File: src/rtl/vga_capture_sequencer.sv
// Gates the VGA pixel logger to whole frames (optional leading skip) and tracks raster x/y.
// output_enable rises one clock after the detecting vsync edge; no backpressure, syncs free-run.
module vga_capture_sequencer #(
  parameter int C_SYNC_ACTIVE       = 0,
  parameter int C_FRAME_COUNT_WIDTH = 8,
  parameter int C_COORD_WIDTH       = 11
) (
  input  logic                           pixel_clk,
  input  logic                           reset_n,
  input  logic                           hsync,
  input  logic                           vsync,
  input  logic                           start,
  input  logic                           abort,
  input  logic [C_FRAME_COUNT_WIDTH-1:0] frame_count,
  input  logic [C_FRAME_COUNT_WIDTH-1:0] skip_frames,
  output logic                           output_enable,
  output logic                           busy,
  output logic                           done,
  output logic [C_FRAME_COUNT_WIDTH-1:0] frame_index,
  output logic [C_COORD_WIDTH-1:0]       x,
  output logic [C_COORD_WIDTH-1:0]       y
);

  localparam int FW = C_FRAME_COUNT_WIDTH;
  localparam int CW = C_COORD_WIDTH;
  localparam logic SYNC_ON = (C_SYNC_ACTIVE != 0);
  localparam logic [FW-1:0] FC_ONE = {{(FW-1){1'b0}}, 1'b1};
  localparam logic [CW-1:0] CO_ONE = {{(CW-1){1'b0}}, 1'b1};
  localparam logic [CW-1:0] CO_MAX = {CW{1'b1}};

  typedef enum logic [1:0] {IDLE, ARM, CAPTURE, DONE} state_t;

  state_t          state_q, state_d;
  logic            hsync_q, vsync_q;
  logic            hs_edge, vs_edge;
  logic            oe_q;
  logic [FW-1:0]   frames_left_q, frames_left_d;
  logic [FW-1:0]   skip_left_q, skip_left_d;
  logic [FW-1:0]   frame_index_q, frame_index_d;
  logic [CW-1:0]   x_q, x_d, y_q, y_d;

  assign hs_edge = (hsync == SYNC_ON) && (hsync_q != SYNC_ON);
  assign vs_edge = (vsync == SYNC_ON) && (vsync_q != SYNC_ON);

  always_ff @(posedge pixel_clk or negedge reset_n) begin
    if (!reset_n) begin
      state_q       <= IDLE;
      hsync_q       <= ~SYNC_ON;
      vsync_q       <= ~SYNC_ON;
      oe_q          <= 1'b0;
      frames_left_q <= '0;
      skip_left_q   <= '0;
      frame_index_q <= '0;
      x_q           <= '0;
      y_q           <= '0;
    end else begin
      state_q       <= state_d;
      hsync_q       <= hsync;
      vsync_q       <= vsync;
      oe_q          <= (state_d == CAPTURE);
      frames_left_q <= frames_left_d;
      skip_left_q   <= skip_left_d;
      frame_index_q <= frame_index_d;
      x_q           <= x_d;
      y_q           <= y_d;
    end
  end

  // Raster counters run regardless of capture state; vsync edge dominates hsync for y.
  always_comb begin
    x_d = x_q;
    y_d = y_q;
    if (hs_edge) begin
      x_d = '0;
    end else if (x_q != CO_MAX) begin
      x_d = x_q + CO_ONE;
    end
    if (vs_edge) begin
      y_d = '0;
    end else if (hs_edge && (y_q != CO_MAX)) begin
      y_d = y_q + CO_ONE;
    end
  end

  always_comb begin
    state_d       = state_q;
    frames_left_d = frames_left_q;
    skip_left_d   = skip_left_q;
    frame_index_d = frame_index_q;
    case (state_q)
      IDLE: begin
        if (start) begin
          frames_left_d = frame_count;
          skip_left_d   = skip_frames;
          frame_index_d = '0;
          state_d       = ARM;
        end
      end
      ARM: begin
        // A zero frame request is resolved from the latched copy, one cycle after start.
        if (abort) begin
          state_d = IDLE;
        end else if (frames_left_q == '0) begin
          state_d = DONE;
        end else if (vs_edge) begin
          if (skip_left_q != '0) begin
            skip_left_d = skip_left_q - FC_ONE;
          end else begin
            frame_index_d = '0;
            state_d       = CAPTURE;
          end
        end
      end
      CAPTURE: begin
        if (abort) begin
          state_d = IDLE;
        end else if (vs_edge) begin
          frames_left_d = frames_left_q - FC_ONE;
          if (frames_left_q == FC_ONE) begin
            state_d = DONE;
          end else begin
            frame_index_d = frame_index_q + FC_ONE;
          end
        end
      end
      DONE: begin
        state_d = IDLE;
      end
      default: begin
        state_d = IDLE;
      end
    endcase
  end

  assign output_enable = oe_q;
  assign busy          = (state_q != IDLE);
  assign done          = (state_q == DONE);
  assign frame_index   = frame_index_q;
  assign x             = x_q;
  assign y             = y_q;

endmodule
File: config.mk
export PLATFORM = sky130hd
export DESIGN_NAME = vga_capture_sequencer
export DESIGN_NICKNAME = d
export VERILOG_FILES = /design/src/rtl/vga_capture_sequencer.sv
export SDC_FILE = /design/constraint.sdc
export NUM_CORES = 1
export LEC_CHECK = 0
export CAP_MARGIN = 20
export CORE_UTILIZATION = 57
export CTS_CLUSTER_SIZE = 16
export DETAILED_ROUTE_END_ITERATION = 8
export PLACE_DENSITY = 0.86
export SETUP_SLACK_MARGIN = 0.3
export SLEW_MARGIN = 25
export SYNTH_ARGS = -nofsm -noshare
export SYNTH_HDL_FRONTEND = slang
export SYNTH_SLANG_ARGS = --single-unit
File: constraint.sdc
create_clock -name pixel_clk -period 2.9 [get_ports pixel_clk]
set_clock_uncertainty 0.2 [all_clocks]
set_input_delay 0.87 -clock pixel_clk [delete_from_list [all_inputs] [get_ports pixel_clk]]
set_output_delay 0.87 -clock pixel_clk [all_outputs]
set_load 0.01 [all_outputs]
# Word-level counts from Yosys, hierarchy flattened

Cells that the tools add are included.

Word-level logic and storage cells: 79
Output and inout bits: 33
Input bits: 22
Bits in registers: 51

Equal/unequal tests: 16
Multiplexer cells: 32
Add/sub/neg operators: 5
Reduce and logical (&&, ||, !) cells: 15
Bitwise gates (word level): 2

Operators with widths:

| operator                                                           | count |
|---|---|
| 8-bit two-way mux                                                  | 16 |
| 11-bit two-way mux                                                 | 4 |
| 8-bit case mux with 2 select lines                                 | 2 |
| 8-bit case mux with 3 select lines                                 | 1 |
| 11-bit by 1-bit adder with 11-bit output, second input constant    | 2 |
| 11-bit inequality test, second input constant                      | 2 |
| 2-bit inequality test, second input constant                       | 9 |
| 2-bit two-way mux                                                  | 8 |
| 8-bit by 1-bit subtractor with 8-bit output, second input constant | 2 |
| 2-bit nonzero test                                                 | 5 |
| 9-bit AND reduction                                                | 1 |
| 8-bit by 1-bit adder with 8-bit output, second input constant      | 1 |
| 8-bit by 1-bit == test with 1-bit output, second input constant    | 1 |
| 8-bit zero test                                                    | 1 |
| 2-bit case mux with 4 select lines                                 | 1 |
| 8-bit nonzero test                                                 | 1 |
| 2-bit == test, second input constant                               | 3 |
| 6-bit AND reduction                                                | 1 |
| 4-bit AND reduction                                                | 1 |
| 1-bit logical AND                                                  | 3 |
| 3-bit nonzero test                                                 | 1 |
| 2-bit by 1-bit == test with 1-bit output, second input constant    | 1 |
| 2-bit zero test                                                    | 1 |
| 1-bit NOT                                                          | 2 |

# Logic depth before layout (Yosys ltp)

Depth after elaboration: 7
Gate-level depth with buffers: 7
Mapped depth without buffers: 6

# Least setup slack after synthesis

No wires, ideal clock.

Path type: input -> register
From: input port vsync
To: register skip_left_q[5]
Data required time: 2578 ps
Cell stages on the path: 4
Arrival: 1838 ps
Setup time: 122 ps
Slack: 741 ps
Cells stage by stage: nor3b_1 a21boi_2 o211ai_1 a2bb2oi_1

Longest elaborated chain between the ends: 4

Ends and longest elaborated chain:

| element                                | RTL line | source |
|---|---|---|
| from (decl)                            | 11       | `input logic vsync,` |
| 1-bit NOT                              | 43       | `assign vs_edge = (vsync == SYNC_ON) && (vsync_q != SYNC_ON);` |
| 1-bit logical AND                      | 43       |  |
| 2-bit inequality test (no source line) | --       |  |
| 6-bit AND reduction (no source line)   | --       |  |
| to (signal assigned)                   | 62       | `skip_left_q <= skip_left_d;` |
| to (decl)                              | 38       | `logic [FW-1:0] skip_left_q, skip_left_d;` |

No other way between the ends.
A chain may end at the register's enable or synchronous reset.

# Final worst setup path

From: register y_q[2] (netlist: y[2])
To: output port y[2]

RTL lines:

| element                | RTL line | source |
|---|---|---|
| from (decl)            | 40       | `logic [CW-1:0] x_q, x_d, y_q, y_d;` |
| from (signal assigned) | 65       | `y_q <= y_d;` |
| to (decl)              | 21       | `output logic [C_COORD_WIDTH-1:0] y` |

No word-level cell between the ends.

==> metrics.md <==
| Metric | Value |
|---|---|
| Cells after Synth | 332 |
| # port buffers | 54 |
| Critical path's slowest cell | clkdlybuf4s50_1 |
| Seq/Total Area, Yosys | 40.9% |
| Total iterations of the first detailed-routing run | 4 |
| Post-DP HPWL | 5050 um |
| Width of the die | 76.1 um |
| R2R Setup Slk | 0.57 ns |
| Area of the multi-input gates | 1710 um^2 |
| Power Density | 557 nW/um^2 |
| Layout cells sized above 1 | 12.5% |
| RSZ-0062 raised after global routing | false |
| Final hold vios | 0 |
| Ant diodes | 0 |
| Rel. slew slack | 51.6% |
| Crit path max-delay family | buffers and inverters |
| YS warnings | 0 |
| Antenna violations before repair | 0 |
| Vias per cell | 6.11 |
| Final Power | 0.00215 W |
| Maxcap violations | 0 |
| # hold bufs at CTS | 0 |
| GRT Overall Usage | 25.8% |
| Global-route wire length before repair | 12300 um |
| Layout net count | 420 |
| Clk sinks | 51 |
| Multiplexer area fraction after synthesis | 1.60% |
| Levels on crit path | 1 |
| CP endpoint kind | output pin |
| Type of origin of the critical path | flip-flop |
| Most frequent cell after synthesis | dfrtp_1 |
| Yosys top cell by area | dfrtp_1 |
| Die height | 76.1 um |
| DR vias | 2819 |
| FFs w/ async S/R, synth | 100% |
| Initial DRC count | 165 |
| Initial Util | 60.1% |
| Die area | 5790 um^2 |
| WHS Endpoint | x[5]$_DFFE_PN0P_ |
| VDD IR max | 0.446 mV |
| CP Cell Sequence | clkdlybuf4s50_1 |
| Yosys reg bits | 51 |
| Fill count | 373 |
| Largest net degree at the start of global routing | 29 |
| Crit path buf inv count | 1 |
| Capture point of the worst reg-to-reg path | frame_index[1]$_DFFE_PN0P_ |
| Worst-Margin Slew | 0.720 ns |
| Area of the core | 5200 um^2 |
| Dominant cells by area after synthesis | dfrtp_1 (39%), nor2_1 (3.5%), a21oi_1 (3.2%), ha_1 (3.2%), nor3_1 (3.2%) |
| Compound-Gate Fraction of Synth Area | 23.6% |
| CTS tree | yes |
| Final min period | 2.45 ns |
| Slowest stage delay, CP | 0.59 ns |
| Post-synth EDFFs | 0 |
| IO Pins | 55 |
| H-tree Lvls | 2 |
| Critical path data required time | 1.83 ns |
| Type of the worst min-delay path | flip-flop to flip-flop |
| Hold Crit Depth | 1 |
| Critical path class | flip-flop to output pin |
| Worst-skew pair later-pin latency | 0.30 ns |
| Cell Area, Synth | 3130 um^2 |
| Max Root-Sink Buffers | 2 |
| Synthesized net count | 362 |
| Setup_tns | 0 ns |
| XOR/XNOR share of the synthesized area | 1.68% |
| Pins Over Slew Limit | 0 |
| WP data arrival | 1.38 ns |
| Reg-to-reg startpoint | frames_left_q[0]$_DFFE_PN0P_ |
| Final ANT Viol Nets | 0 |
| R2R cell count | 6 |
| Vias in the first global route | 2630 |
| Fraction of the mapped netlist area in simple logic gates | 24.4% |
| Endpoints failing setup | 0 |
| Main combinational cell family by area after synthesis | simple AND/OR/NAND/NOR gates |
| Max Fanout on Critical Path | 8 |
| Yosys cell types | 66 |
| Area grow syn2layout | 23.6% |
| Wire per inst | 15.3 um |
| Leakage | 1.58 nW |
| Clock Tree Root | clkbuf_8 |
| Fmax | 408 MHz |
| Num CTS Buffers | 5 |
| Remaining global-route overflow | 0 |
| Status | complete, no violations |
| Ys flop type | dfrtp_1 |
| Synth top cells by count | dfrtp_1 (49), nor2_1 (29), nand2_1 (24) |
| Final period utilization | 84.5% |
| Final Wtd Congestion | 0.904 |
| Site Rows | 26 |
| Post-Synth Adder-Cell Area | 3.20% |
| Final WL | 7070 um |
| Top cell type's share of synthesized area | 39.2% |
| Syn Area/Cell | 9.42 um^2 |
| Critical hold path startpoint | x[5]$_DFFE_PN0P_ |
| Reg area | 1280 um^2 |
| Clock-pin slew on the worst setup and hold paths | 0.10 ns |
| Drt drc | 0 |
[flip-flops by register name (all words and copies together) (netlist names)]
| signal | count |
|---|---|
| frames_left_q | 8 |
| frame_index | 8 |
| state_q | 2 |
| skip_left_q | 8 |
| x | 11 |
| vsync_q | 1 |
| y | 11 |
| hsync_q | 1 |
| output_enable | 1 |
[layer usage]
metal	up-vias	part of all wire [%]	track usage [%]
li1	1367	-	-
met2	112	49	42.0
met3	4	5.9	4.43
met1	1336	44	35.9
met4	0	0.71	6.54
met5	-	0	0
[cells in the final DEF, fill, tap and decap left out, types with 10 or more instances in the layout]
cell and instances:
a21oi_1 20, buf_4 10, clkdlybuf4s50_1 51, dfrtp_1 48, inv_1 10, nand2_1 24, nand3_1 12, nor2_1 29
nor3_1 20, o21ai_0 20
[layout make-up]
class / count / share of cell area [%]
Timing Repair Buffer: 64 / 15.8
Tap cell: 70 / 2.26
Clock inverter: 3 / 1.75
Sequential cell: 51 / 33.1
Multi-Input combinational cell: 258 / 44.3
Clock buffer: 5 / 1.78
Inverter: 10 / 0.971
[metrics by stage]
| step | utilization, % | cell area, um^2 | instances | setup WS (ns) | hold slack (ns) |
|---|---|---|---|---|---|
| 4_1_cts | 74.0 | 3850 | 461 | 0.341 | 0.316 |
| 2_1_floorplan | - | 3130 | 332 | 0.741 | 0.269 |
| 6_report | 74.3 | 3870 | 461 | 0.449 | 0.313 |
| 3_5_place_dp | 71.1 | 3700 | 451 | 0.0862 | 0.296 |
| 5_1_grt | 74.3 | 3870 | 461 | 0.369 | 0.344 |
| 3_3_place_gp | 71.1 | 3700 | 451 | 0.158 | 0.294 |
[how the worst max path moves through the flow]
stage	startpoint	endpoint	slack (ns)
after floorplan	vsync	skip_left_q[5]$_DFFE_PN0P_	0.74
after global placement	vsync	skip_left_q[5]$_DFFE_PN0P_	0.16
after detailed placement	vsync	skip_left_q[5]$_DFFE_PN0P_	0.09
after CTS	state_q[0]$_DFF_PN0_	done	0.34
after global routing	vsync	skip_left_q[5]$_DFFE_PN0P_	0.37
final	y[2]$_DFFE_PN0P_	y[2]	0.45
[cells by family after synthesis]
| logic type | after synthesis |
|---|---|
| xor gates and xnor gates | 6 |
| AOI/OAI and AO/OA | 100 |
| muxes | 5 |
| DFF | 51 |
| adders and majority gates | 8 |
| and+or+nand+nor | 139 |
| buffers and inverters | 23 |
[timing repair]
item	4_1_cts	5_1_grt
resized for setup	2	3
setup buffers	2	0
pin swaps	0	0
setup endpoints to repair	2	4
[power breakdown]
part / switching (W) / internal, W
registers: 0.000148 / 0.000820
clock network: 0.000244 / 0.000344
logic: 0.000307 / 0.000290
total: 0.000698 / 0.00145
Note: power is estimated with default switching activity, not from simulation.
